### src/rtl/contador_refresco.sv
// Digit-slot refresh counter for a 4-digit multiplexed display with frame-aligned value commit.
// Optional macro LEADING_ZERO_BLANK_EN enables leading-zero blanking on the blank output.
module contador_refresco #(
  parameter int COUNT_MAX = 100000
) (
  input  logic        clk,
  input  logic        reset,
  input  logic [15:0] valor,
  input  logic        load,
  output logic [1:0]  contador,
  output logic [3:0]  digito,
  output logic        blank,
  output logic        tick,
  output logic        pendiente
);

  localparam int PW = (COUNT_MAX > 1) ? $clog2(COUNT_MAX) : 1;
  localparam logic [PW-1:0] PRESC_LAST = PW'(COUNT_MAX - 1);

  logic [PW-1:0] presc_q;
  logic [1:0]    slot_q;
  logic [15:0]   shadow_q;
  logic [15:0]   committed_q;
  logic          pend_q;
  logic          frame_end;

  assign tick      = (presc_q == PRESC_LAST) && !reset;
  assign frame_end = tick && (slot_q == 2'd3);
  assign pendiente = pend_q;
  assign contador  = reset ? 2'd0 : slot_q;

  always_ff @(posedge clk) begin
    if (reset) begin
      presc_q     <= '0;
      slot_q      <= 2'd0;
      shadow_q    <= 16'h0000;
      committed_q <= 16'h0000;
      pend_q      <= 1'b0;
    end else begin
      presc_q <= tick ? '0 : presc_q + PW'(1);
      if (tick)
        slot_q <= slot_q + 2'd1;
      if (load)
        shadow_q <= valor;
      // A load landing on the frame boundary bypasses the shadow and shows next frame.
      if (frame_end && load) begin
        committed_q <= valor;
        pend_q      <= 1'b0;
      end else if (frame_end && pend_q) begin
        committed_q <= shadow_q;
        pend_q      <= 1'b0;
      end else if (load) begin
        pend_q <= 1'b1;
      end
    end
  end

  always_comb begin
    digito = 4'h0;
    case (contador)
      2'd0: digito = committed_q[3:0];
      2'd1: digito = committed_q[7:4];
      2'd2: digito = committed_q[11:8];
      2'd3: digito = committed_q[15:12];
      default: digito = 4'h0;
    endcase
    if (reset)
      digito = 4'h0;
  end

`ifdef LEADING_ZERO_BLANK_EN
  logic zero_from1, zero_from2, zero_from3;

  assign zero_from3 = (committed_q[15:12] == 4'h0);
  assign zero_from2 = zero_from3 && (committed_q[11:8] == 4'h0);
  assign zero_from1 = zero_from2 && (committed_q[7:4] == 4'h0);

  // Slot 0 always lights so a zero value still shows a single 0.
  always_comb begin
    blank = 1'b0;
    case (contador)
      2'd1: blank = zero_from1;
      2'd2: blank = zero_from2;
      2'd3: blank = zero_from3;
      default: blank = 1'b0;
    endcase
  end
`else
  assign blank = 1'b0;
`endif

endmodule

### config.mk
export PLATFORM = sky130hd
export DESIGN_NAME = contador_refresco
export DESIGN_NICKNAME = d
export VERILOG_FILES = /design/src/rtl/contador_refresco.sv
export SDC_FILE = /design/constraint.sdc
export NUM_CORES = 1
export LEC_CHECK = 0
export CAP_MARGIN = 30
export CORE_ASPECT_RATIO = 0.6
export CORE_MARGIN = 10
export CORE_UTILIZATION = 30
export CTS_BUF_LIST = sky130_fd_sc_hd__clkbuf_2
export CTS_CLUSTER_SIZE = 12
export DETAILED_ROUTE_END_ITERATION = 16
export PLACE_DENSITY_LB_ADDON = 0.15
export SYNTH_ARGS = -nofsm -noshare
export SYNTH_HDL_FRONTEND = slang
export SYNTH_SLANG_ARGS = --single-unit
### constraint.sdc
create_clock -name clk -period 2 [get_ports clk]
set_input_delay 0.4 -clock clk [delete_from_list [all_inputs] [get_ports clk]]
set_output_delay 0.4 -clock clk [all_outputs]
set_load 0.05 [all_outputs]
# --- After elaboration in Yosys (flattened, before gate mapping) ---
# Cells that the tools add are included.
word_totals:
  word_cells: 26
  ff_bits: 52
  input_bits: 19
classes:
  eq_ne: 5
  add_sub_neg: 2
  n_reduce_logical: 9
  mux: 5
op_table:
  columns: ["operator", "count"]
  rows:
  - ["$mux W16", 2]
  - ["$add A17 B1 Y17 const B", 1]
  - ["$eq A17 B17 Y1 const B", 1]
  - ["$pmux W4 S4", 1]
  - ["$eq A2 B2 Y1 const B", 3]
  - ["$logic_and A1 B1 Y1", 4]
  - ["$mux W4", 1]
  - ["$reduce_or A3 Y1", 1]
  - ["$add A2 B1 Y2 const B", 1]
  - ["$eq A2 B1 Y1 const B", 1]
  - ["$logic_not A2 Y1", 1]
  - ["$mux W2", 1]
  - ["$reduce_bool A2 Y1", 1]
  - ["$reduce_or A2 Y1", 1]
  - ["$logic_not A1 Y1", 1]

# --- Logic depth before layout (Yosys ltp) ---
depth:
  ltp_word: 6
  mapped_depth: 7
  mapped_depth_nobuf: 5

# --- Least setup slack after synthesis ---
# No wires, ideal clock.
synth_timing:
  path_type: "reg2reg"
  start: "register presc_q[0]"
  end: "register committed_q[10]"
  period_less_slack_ns: 2.150
  n_path_buf: 2
  path_slack_ns: -0.150
  arrival_ns: 2.028
  path_stages_with_launch: 8
  cell_sequence: "dfxtp_1 > ha_1 > and4_1 > nand4_2 > or4b_1 > buf_6 > buf_12 > mux2_4"
synth_between:
  elab_chain_cells: 5
  elab_cells_between_ends: 7
  classes_between: "1 x eq/ne; 1 x mux; 5 x reduce/logical"
synth_rtl:
  columns: ["element", "line_no", "rtl"]
  rows:
  - ["from (decl)", "20", "logic [PW-1:0] presc_q;"]
  - ["from (signal assigned)", "40", "presc_q <= tick ? '0 : presc_q + PW'(1);"]
  - ["$eq A17 B17 Y1 (*)", "27", "assign tick = (presc_q == PRESC_LAST) && !reset;"]
  - ["$logic_and A1 B1 Y1 (*)", "27", null]
  - ["$logic_and A1 B1 Y1 (*)", "28", "assign frame_end = tick && (slot_q == 2'd3);"]
  - ["$logic_and A1 B1 Y1 (on tied branches)", "46, 49", null]
  - ["$mux W16 / $reduce_bool A2 Y1 (equally long branches)", null, null]
  - ["to (signal assigned)", "47", "committed_q <= valor;"]
  - ["to (signal assigned)", "50", "committed_q <= shadow_q;"]
  - ["to (decl)", "23", "logic [15:0] committed_q;"]
# Every way passes the cells marked *; elsewhere a longest branch is shown, timed or not.
# A chain may end at the register's enable or synchronous reset.

# --- Worst setup path after layout ---
layout_timing:
  start: "register slot_q[0]"
  end: "output port digito[0]"
layout_between:
  elab_chain_cells: 4
  elab_cells_between_ends: 7
  classes_between: "3 x eq/ne; 3 x mux; 1 x reduce/logical"
layout_rtl:
  columns: ["element", "line_no", "rtl"]
  rows:
  - ["from (decl)", "21", "logic [1:0] slot_q;"]
  - ["from (signal assigned)", "42", "slot_q <= slot_q + 2'd1;"]
  - ["$mux W2 (*)", "30", "assign contador = reset ? 2'd0 : slot_q;"]
  - ["$eq A2 B2 Y1 (tied with other cells)", "60", "case (contador)"]
  - ["$pmux W4 S4 (*)", "60", null]
  - ["$mux W4 (*)", "67", "if (reset)"]
  - ["to (decl)", "11", "output logic [3:0] digito,"]
# Marked as above.

==> out/qor.yml <==
die:
  fp.dieArea_sq_mm: 0.0119
  initial_utilization_pct: 31.7
  io_pins: 28
  die_w_um: 135
  core-area_sq_mm: 0.00745
  die_h_um: 88.7
  num_rows: 24
placed_design:
  post-place-cells: 372
  io_buffers: 26
  hpwl_mm: 3.91
  globalplace.congestion: 0.779
  pre_cts_slack_ps: -136
clock_tree:
  numCtsBuffers: 5
  clk_pin_slew_ps: 230
  clock_latency_ps: 440
  root_buffer: "clkbuf_2"
  cts_sinks: 52
  cts_tree: "built"
  clk_path_buf_depth: 2
  ctsHoldBuffers: 0
  h-tree-depth: 2
power_and_ir_drop:
  p_per_area_mw_per_mm2: 517
  p_clk_share_pct: 25.0
  p_seq_share_pct: 65.9
  p_comb_share_pct: 9.1
  p_int_mw: 1.23
  p_sw_mw: 0.396
  ir_worst_vdd_v: 0.000214
  p_leak_nw: 1.29
  p_total_mw: 1.63
  p_sw_share_pct: 24.3
finish:
  final_cells: 386
  num-fill-cells: 751
  n_antenna_cell: 0
  drive_above_1_share_pct: 34.8
  final_util_pct: 42.4
  syn_to_final_growth_pct: 33.7
  finalNetCount: 302
routing:
  vias_per_cell: 4.43
  drtAntennaViolNets: 0
  drt_first_pass_iters: 4
  drt_first_iter_violations: 114
  wl_per_cell_um: 13.7
  vias: 1710
  drc_errors: 0
  drt_wl_total_mm: 5.28
yosys:
  syn_avg_cell_area_sq_um: 10.4
  synth_top_family_by_area: "simple AND/OR/NAND/NOR gates"
  ys_seq_area_share_pct: 44.1
  synth_mux_area_share_pct: 20.3
  synthAdderAreaFrac_pct: 1.06
  ys_top_cells_by_area: "dfxtp_1 (44%), mux2i_1 (7.2%), mux2_4 (6.4%)"
  ys_ff_latch: 52
  synthXorXnorAreaFrac_pct: 5.20
  synthArstFlopShare_pct: 0
  yosysWarnings: 0
  synth_top_area_share_pct: 44.1
  synthSimpleGateAreaFrac_pct: 23.3
  synthFlopType: "dfxtp_1"
  synthCells: 226
  yosysTopAreaCell: "dfxtp_1"
  synth_compound_area_share_pct: 1.43
  synth_edf_count: 0
  synth_area_sq_mm: 0.00236
  syn_nets: 247
  yosysMostFrequentCell: "dfxtp_1"
  netlist_top_cells_count: "dfxtp_1 (52), nor2_1 (34), nor2b_1 (19)"
  ys_types: 41
worst_setup_path:
  crit_path_end_kind: "output port"
  path_class: "reg2out"
  crit_fanout: 5
  r2r-end: "committed_q[14]"
  crit_path_start_kind: "flip-flop"
  reg2reg_slack_ps: -50
  r2r_cells: 7
  r2r_start: "presc_q[1]"
  worst_ep_required_time_ps: 1600
  crit_arrival_ps: 1770
sta:
  hold_ws_ps: 538
  clock.fmax_mhz: 461
  setup_viol: 19
  finalHoldViolCount: 0
  rsz0062_at_grt: "true"
  fin_skew_ps: 24.0
  worst_slack_ps: -170
  final.min_clock_period_ps: 2170
  slew_violations: 0
  period_share_pct: 109
grt:
  grt_pass1_vias: 1640
  antenna_found_initial: 0
  grt_max_degree: 22
  grt_remaining_overflow: 0
  grt_use_total_pct: 9.19
  grt_pass1_wl_mm: 8.69
flow_run:
  drv_cap: 0
status:
  violations: "negative setup slack"
  status: "finished, violations left"
min_path:
  hp-start: "shadow_q[11]"
  holdPathStages: 2
  min-delay-path-class: "reg2reg"
  worst_hold_path.endpoint: "shadow_q[11]"
[cells by family (layout without fill, tap and decap cells)]
logic type	Yosys count	after routing
adders and majority gates	2	2
buffers and inverters	17	73
other	1	1
xor gates and xnor gates	14	14
and+or+nand+nor	98	98
DFF	52	52
AOI/OAI and AO/OA	5	5
muxes	37	37
[what timing repair did]
item                                    4_1_cts  5_1_grt
endpoints found under the setup margin        9       21
resized for setup                            27        7
pin swaps                                     5        3
setup buffers                                 5        1
[per-layer routing]
layer,global-route usage [%],share of wire (%)
met1,13.6,58
met2,11.5,35
met3,3.62,5.3
met4,2.65,0.76
met5,0,0
[state kept, by name, summed over array words and instances (netlist names)]
signal and cells:
shadow_q 16, slot_q 2, committed_q 16, presc_q 17
pendiente 1
[layout by cell type, fill, tap and decap left out, types with 4 or more instances in the layout]
cell type and count:
buf_6 6, inv_1 4, nor3_1 5, clkdlybuf4s50_1 18, mux2i_1 17, dfxtp_1 45
and2_4 4, mux2_2 6, nand2_1 5, mux4_2 4, clkbuf_2 7, dfxtp_2 7
nor2b_1 19, mux2_4 10, nand4_1 5, nor2_1 33, nand3_1 5, xnor2_1 11
buf_4 29, buf_12 4
[worst max-delay path, stage by stage (launching register included)]
cell	delay [ps]
dfxtp_2	390
buf_6	120
mux4_2	510
and2_4	180
buf_6	140
[area by class of cell]
class / count / area [sq um] / share of cell area, %
Multi-Input combinational cell: 157 / 1320 / 41.9
Sequential cell: 52 / 1050 / 33.3
Timing Repair Buffer: 61 / 599 / 19.0
Tap cell: 104 / 130 / 4.13
Clock buffer: 7 / 35.0 / 1.11
Inverter: 4 / 15.0 / 0.476
Clock inverter: 1 / 3.75 / 0.119
[power by group through the flow]
stage,logic (mW),registers (mW),clock network (mW)
after CTS,0.151,1.08,0.444
after detailed placement,0.147,1.09,0
final,0.148,1.07,0.407
after floorplan,0.0714,1.10,0
after global placement,0.146,1.09,0
after global routing,0.164,1.08,0.478
[how the worst max path moves through the flow]
stage	from	endpoint	slack, ps	cells past startpoint
6_report	slot_q[0]	digito[0]	-170	4
5_1_grt	slot_q[0]	digito[0]	-270	4
4_1_cts	slot_q[0]	digito[0]	-230	4
3_5_place_dp	load	committed_q[14]	-140	5
3_3_place_gp	load	committed_q[10]	-110	5
2_1_floorplan	presc_q[1]	committed_q[10]	-20	7
[metrics by stage]
stage / area (sq um) / TNS, ps
after global placement: 2950 / -1890
after CTS: 3110 / -1240
after floorplan: 2400 / -249
after detailed placement: 2950 / -2230
final: 3150 / -1060
after global routing: 3150 / -2370
Note: power is estimated with default switching activity, not from simulation.
